[config.mk]
export PLATFORM = sky130hd
export DESIGN_NAME = fht_result_reader
export DESIGN_NICKNAME = d
export VERILOG_FILES = /design/src/rtl/fht_result_reader.sv
export SDC_FILE = /design/constraint.sdc
export NUM_CORES = 1
export LEC_CHECK = 0
export BUFFER_PORTS_ARGS = -buffer_cell sky130_fd_sc_hd__buf_2
export CAP_MARGIN = 20
export CORE_MARGIN = 5
export CORE_UTILIZATION = 30
export DETAILED_ROUTE_END_ITERATION = 16
export PLACE_DENSITY_LB_ADDON = 0.12
export REMOVE_ABC_BUFFERS = 1
export SKIP_CTS_REPAIR_TIMING = 1
export SLEW_MARGIN = 20
export SYNTH_ARGS = -nofsm -noshare
export SYNTH_HDL_FRONTEND = slang
export SYNTH_SLANG_ARGS = --single-unit
[constraint.sdc]
create_clock -name iCLK -period 2.8 [get_ports iCLK]
set_input_delay 0 -clock iCLK [delete_from_list [all_inputs] [get_ports iCLK]]
set_output_delay 0 -clock iCLK [all_outputs]
set_load 0.05 [all_outputs]
[src/rtl/fht_result_reader.sv]
// fht_result_reader: unloads fht_top result banks in bit-reversed row order and streams samples in natural order
module fht_result_reader #(
    parameter int D_BIT  = 22,
    parameter int A_BIT  = 8,
    parameter int RD_LAT = 2
) (
    input  logic             iCLK,
    input  logic             iRESET,
    input  logic             iRDY,
    output logic [A_BIT-1:0] oADDR_RD,
    input  logic [D_BIT-1:0] iDATA_0,
    input  logic [D_BIT-1:0] iDATA_1,
    input  logic [D_BIT-1:0] iDATA_2,
    input  logic [D_BIT-1:0] iDATA_3,
    output logic [D_BIT-1:0] oDATA,
    output logic             oVALID,
    input  logic             iREADY,
    output logic             oLAST,
    output logic             oBUSY,
    output logic             oDONE
);
    typedef enum logic [2:0] {S_IDLE, S_ADDR, S_WAIT, S_CAPTURE, S_SEND} state_t;

    localparam logic [1:0]       LAT_END  = 2'(RD_LAT > 1 ? RD_LAT - 2 : 0);
    localparam logic [A_BIT-1:0] ROW_LAST = '1;

    state_t           r_state, w_state_nx;
    logic             r_rdy_d;
    logic [A_BIT-1:0] r_row, w_row_nx;
    logic [1:0]       r_bank, w_bank_nx;
    logic [1:0]       r_lat, w_lat_nx;
    logic [A_BIT-1:0] r_addr;
    logic [D_BIT-1:0] r_buf [4];
    logic             r_done, w_done_nx;
    logic             w_start;

    function automatic logic [A_BIT-1:0] bitrev(input logic [A_BIT-1:0] v);
        logic [A_BIT-1:0] res;
        for (int i = 0; i < A_BIT; i++) res[i] = v[A_BIT-1-i];
        return res;
    endfunction

    // Only a rising edge of iRDY seen from IDLE starts an unload
    assign w_start = (r_state == S_IDLE) && iRDY && !r_rdy_d;

    // Next-state and counter updates; a low iRDY outside IDLE aborts and freezes counters
    always_comb begin
        w_state_nx = r_state;
        w_row_nx   = r_row;
        w_bank_nx  = r_bank;
        w_lat_nx   = r_lat;
        w_done_nx  = 1'b0;
        case (r_state)
            S_IDLE: begin
                if (w_start) begin
                    w_state_nx = S_ADDR;
                    w_row_nx   = '0;
                end
            end
            S_ADDR: begin
                w_state_nx = (RD_LAT > 1) ? S_WAIT : S_CAPTURE;
                w_lat_nx   = '0;
            end
            S_WAIT: begin
                if (r_lat == LAT_END) w_state_nx = S_CAPTURE;
                else w_lat_nx = r_lat + 2'd1;
            end
            S_CAPTURE: begin
                w_state_nx = S_SEND;
                w_bank_nx  = '0;
            end
            S_SEND: begin
                if (iREADY) begin
                    w_bank_nx = r_bank + 2'd1;
                    if (r_bank == 2'd3) begin
                        if (r_row == ROW_LAST) begin
                            w_state_nx = S_IDLE;
                            w_done_nx  = 1'b1;
                        end else begin
                            w_row_nx   = r_row + 1'b1;
                            w_state_nx = S_ADDR;
                        end
                    end
                end
            end
            default: w_state_nx = S_IDLE;
        endcase
        if (r_state != S_IDLE && !iRDY) begin
            w_state_nx = S_IDLE;
            w_row_nx   = r_row;
            w_bank_nx  = r_bank;
            w_done_nx  = 1'b0;
        end
    end

    // State, counters, read address and row buffer; iRDY history resets high so a level-high iRDY after reset cannot start
    always_ff @(posedge iCLK or negedge iRESET) begin
        if (!iRESET) begin
            r_state <= S_IDLE;
            r_rdy_d <= 1'b1;
            r_row   <= '0;
            r_bank  <= '0;
            r_lat   <= '0;
            r_addr  <= '0;
            r_buf   <= '{default: '0};
            r_done  <= 1'b0;
        end else begin
            r_state <= w_state_nx;
            r_rdy_d <= iRDY;
            r_row   <= w_row_nx;
            r_bank  <= w_bank_nx;
            r_lat   <= w_lat_nx;
            r_done  <= w_done_nx;
            if (w_state_nx == S_ADDR) r_addr <= bitrev(w_row_nx);
            if (r_state == S_CAPTURE) r_buf <= '{iDATA_0, iDATA_1, iDATA_2, iDATA_3};
        end
    end

    assign oADDR_RD = r_addr;
    assign oDATA    = r_buf[r_bank];
    assign oVALID   = (r_state == S_SEND);
    assign oLAST    = oVALID && (r_bank == 2'd3) && (r_row == ROW_LAST);
    assign oBUSY    = (r_state != S_IDLE);
    assign oDONE    = r_done;
endmodule
## Word level (Yosys, flattened, before mapping)

Index checks and enable logic that the tools add are counted.

- Register bits after elaboration: 113
- Bits of input ports: 92
- Logic and storage cells: 65

- $add $sub $neg: 3
- Magnitude comparators: 1
- Eq/ne operators: 9
- Mux-type cells: 25
- Bitwise operators: 2
- Reduce and logical (&&, ||, !) cells: 14

Operators with widths:

| operator | count |
|---|---|
| $bmux 22 s2 | 1 |
| $mux 22 | 2 |
| $mux 8 | 5 |
| $pmux 8 s2 | 1 |
| $mux 3 | 5 |
| $pmux 3 s5 | 1 |
| $add 8x1->8 const B | 1 |
| $eq 8x8->1 const B | 1 |
| $pmux 2 s2 | 2 |
| $eq 3x1->1 const B | 2 |
| $eq 3x2->1 const B | 2 |
| $mux 1 | 6 |
| $logic_and 1x1->1 | 5 |
| $add 2x1->2 const B | 2 |
| $mux 2 | 2 |
| $reduce_bool 2->1 | 2 |
| $eq 3x3->1 const B | 1 |
| $ge 3x3->1 const B | 1 |
| $logic_not 3->1 | 1 |
| $not 2->3 | 1 |
| $reduce_and 3->1 | 1 |
| $reduce_bool 3->1 | 1 |
| $eq 2x2->1 const B | 1 |
| $logic_not 1->1 | 2 |
| 5 further kinds | 5 |

## Depth between registers and ports, before layout

- Depth in word-level cells: 7
- Depth in mapped cells: 8
- Depth with buffers taken out: 7

## Worst setup path after synthesis

OpenSTA, ideal clock, no wires.

- Path kind: register to output
- Start: register r_state[0]
- End: output oLAST
- Arrival: 2.004 ns
- Required time: 2.800 ns
- Slack: 0.796 ns
- Stages on the path, launching flop included: 7
- Path buffers: 1
- Cell sequence: dfrtp_1 > buf_6 > nor2_4 > nand2_4 > inv_6 > nand2_1 > nor3_1

- Word-level cells in the longest chain between the ends: 3

RTL lines:

| what | RTL line | RTL |
|---|---|---|
| from (decl) | 27 | `state_t r_state, w_state_nx;` |
| from (signal assigned) | 108 | `r_state <= w_state_nx;` |
| $eq 3x3->1 | 121 | `assign oVALID = (r_state == S_SEND);` |
| named net oVALID | 16 | `output logic oVALID,` |
| $logic_and 1x1->1 (2 in a row) | 122 | `assign oLAST = oVALID && (r_bank == 2'd3) && (r_row == ROW_LAST);` |
| to (decl) | 18 | `output logic oLAST,` |

The timed path passes the listed nets, and every way through them passes these cells.

## Final worst setup path

- Start: register r_bank[0]
- End: output oDATA[17]

- Word-level cells in the longest chain between the ends: 4

RTL lines:

| what | RTL line | RTL |
|---|---|---|
| from (decl) | 30 | `logic [1:0] r_bank, w_bank_nx;` |
| from (signal assigned) | 111 | `r_bank <= w_bank_nx;` |
| $not 2->3 (implied by the code) | 120 | `assign oDATA = r_buf[r_bank];` |
| $bmux 22 s2 | 120 |  |
| $mux 22 (implied by the code) (2 in a row) | 120 |  |
| to (decl) | 15 | `output logic [D_BIT-1:0] oDATA,` |

Every way passes these cells. The select of a mux whose other input is x is not followed.

==> flow_metrics.env <==
export IMPL_post_place_ws_ns=0.903
export IMPL_rsz0062_at_grt="no"
export IMPL_tightest_slew_ns=0.727
export IMPL_die_h_um=141
export IMPL_synth_seq_area_share_pct=54.9
export IMPL_critPathKind="reg2out"
export IMPL_viasPerCell=4.57
export IMPL_dr_pass1_iters=4
export IMPL_ir_drop_v=0.000547
export IMPL_clkSinkCount=113
export IMPL_crit_chain="buf_4 > mux4_2 > buf_2"
export IMPL_start_util_pct=30.2
export IMPL_cts_root_buf="clkbuf_16"
export IMPL_r2r_end="oADDR_RD[3]"
export IMPL_power_switching_mw=2.51
export IMPL_pwr_share_clk_pct=27.3
export IMPL_gr_total_overflow=0
export IMPL_arrival_ns=2.05
export IMPL_grt_pass1_wl_um=19700
export IMPL_critPathCaptureType="output port"
export IMPL_status="finished clean"
export IMPL_period_share_pct=73.2
export IMPL_yosysTopAreaCell="dfrtp_1"
export IMPL_cts_max_level=4
export IMPL_clock_latency_ns=0.41
export IMPL_ios=126
export IMPL_hold_class="in2reg"
export IMPL_skew_ns=0.00948
export IMPL_p_int_mw=4.75
export IMPL_crit_path_start_kind="register"
export IMPL_hold_viol=0
export IMPL_holdPathStages=3
export IMPL_routed_wl_um=12600
export IMPL_dieArea_um2=19900
export IMPL_fin_crit_ns=2.05
export IMPL_synthArstFlopShare_pct=100
export IMPL_seqPwrFrac_pct=36.1
export IMPL_slew_violations=0
export IMPL_layout_commonest_cell="buf_2"
export IMPL_grt_util_all_layers_pct=12.7
export IMPL_drt_iter0_drc=99
export IMPL_cp_max_fo=25
export IMPL_clkTransAtPathRegs_ns=0.06
export IMPL_cp_endpoint="oDATA[17]"
export IMPL_synth_distinct_cells=50
export IMPL_clockBufferDepth=2
export IMPL_fmax_ghz=0.488
export IMPL_powerDensity_nw_per_um2=970
export IMPL_antenna_found_initial=0
export IMPL_syn_cell_area_um2=5160
export IMPL_grt_max_degree=61
export IMPL_rows=48
export IMPL_place_congestion=0.804
export IMPL_synth_area_top_cells="dfrtp_1 (54%), mux2_2 (20%), mux4_2 (9.6%)"
export IMPL_fin_util_pct=43.9
export IMPL_core_area_um2=17100
export IMPL_synthFlopType="dfrtp_1"
export IMPL_seq_area_um2=2830
export IMPL_fin_setup_tns_ns=0
export IMPL_drc_errors=0
export IMPL_cp_startpoint="r_bank[0]"
export IMPL_die_x_um=141
export IMPL_power_frac_comb_pct=36.6
export IMPL_cts_tree="done"
export IMPL_multi_input_area_um2=2190
export IMPL_yosysWarnings=0
export IMPL_fillers=1609
export IMPL_dr_total_vias=3714
export IMPL_syn_inst=355
export IMPL_antennaDiodeCount=0
export IMPL_synth_edff_count=0
export IMPL_relSlewSlack_pct=51.5
export IMPL_worstRegToRegCells=5
export IMPL_syn_area_per_cell_um2=14.5
export IMPL_layout_nets=670
export IMPL_r2r_slack_ns=0.86
export IMPL_layout_drive_gt1_share_pct=48.8
export IMPL_setup_viol=0
export IMPL_ys_seq_elements=113
export IMPL_regToRegStartpoint="r_row[0]"
export IMPL_p_sw_share_pct=34.6
export IMPL_cts_buffers_inserted=17
export IMPL_cap_violations=0
export IMPL_final_cell_mix="buf_2 (124), dfrtp_1 (111), mux2_2 (90), dlygate4sd3_1 (90), mux4_2 (22)"
export IMPL_slowest_delay_ns=0.59
export IMPL_yosysTopAreaCellShare_pct=54.4
export IMPL_worst_slack_ns=0.752
export IMPL_p_leak_nw=3.33
export IMPL_area_growth_pct=45.1
export IMPL_antenna_left=0
export IMPL_grt_pass1_vias=3737
export IMPL_slowest_stage="mux4_2"
export IMPL_worstPathRequired_ns=2.80
export IMPL_wl_per_cell_um=15.5
export IMPL_hpwl_um=8370
export IMPL_placement_io_buffers=125
## cell usage after synthesis, types with 2 or more instances
cell,n
mux2_2,90
nor3_1,6
o2111ai_1,2
buf_2,15
o21ai_2,2
nand2_4,2
mux4_2,22
a211oi_1,2
o31ai_1,2
buf_6,2
a31oi_1,4
nor2_1,7
dfrtp_1,112
nand3_1,3
and3_1,3
nand2_1,15
and2_1,3
a21o_1,4
or3_4,2
o21ai_0,7
a21oi_1,11
ha_1,3
inv_1,9
## critical path: cells and delay by family, from the launching register on
family | cells | cell delay, ns
muxes | 1 | 0.59
buffers and inverters | 2 | 0.67
DFF | 1 | 0.35
## power groups by stage
stage	sequential [mW]	combinational, mW	clock, mW
2_1_floorplan	2.58	2.07	0
3_3_place_gp	2.62	2.55	0
3_5_place_dp	2.65	2.59	0
4_1_cts	2.63	2.60	2.05
5_1_grt	2.71	2.85	2.13
6_report	2.62	2.66	1.98
## metrics by stage
| step | total power [mW] | area [um2] | instances | hold slack (ns) |
|---|---|---|---|---|
| 5_1_grt | 7.68 | 7480 | 813 | 0.0516 |
| 4_1_cts | 7.27 | 6580 | 723 | -0.325 |
| 3_3_place_gp | 5.17 | 6040 | 691 | 0.104 |
| 3_5_place_dp | 5.24 | 6040 | 691 | 0.119 |
| 2_1_floorplan | 4.65 | 5050 | 336 | -0.296 |
| 6_report | 7.26 | 7480 | 813 | 0.0576 |
## cell type report
cell class | instances | share of cell area, %
Sequential cell | 113 | 37.8
Multi-Input combinational cell | 213 | 29.3
Timing Repair Buffer | 220 | 21.3
Clock buffer | 26 | 6.54
Tap cell | 225 | 3.76
Clock inverter | 6 | 0.736
Inverter | 10 | 0.569
## metal layers
layer	share of wire, %	track usage [%]
met5	0	0
met2	46	19.0
met3	5.5	4.99
met1	48	17.1
met4	0.82	3.67
## worst min path at each step
stage | end | from | slack, ns
global placement | r_buf[12] | iRESET | 0.10
global route | r_row[7] | iREADY | 0.05
CTS | r_buf[78] | iRESET | -0.33
floorplan | oADDR_RD[0] | iRESET | -0.30
finish | r_row[7] | iREADY | 0.06
detailed placement | r_buf[78] | iRESET | 0.12
## cells by family (layout without fill, tap and decap cells)
| family | count (synthesis) | in the layout | synth area share, % |
|---|---|---|---|
| AND/OR/NAND/NOR | 51 | 51 | 5.85 |
| multiplexers | 113 | 113 | 29.5 |
| buffers and inverters | 29 | 262 | 2.86 |
| adder cells (fa/ha/maj) | 3 | 3 | 0.728 |
| XOR/XNOR | 1 | 1 | 0.170 |
| AO/OA/AOI/OAI | 45 | 45 | 6.07 |
| flip-flops | 113 | 113 | 54.9 |
## registers in the layout (all words and copies together) (netlist names)
register	cells
oDONE	1
r_buf	88
r_state	3
r_lat	2
r_bank	2
oADDR_RD	8
r_rdy_d	1
r_row	8
Note: power is estimated with default switching activity, not from simulation.
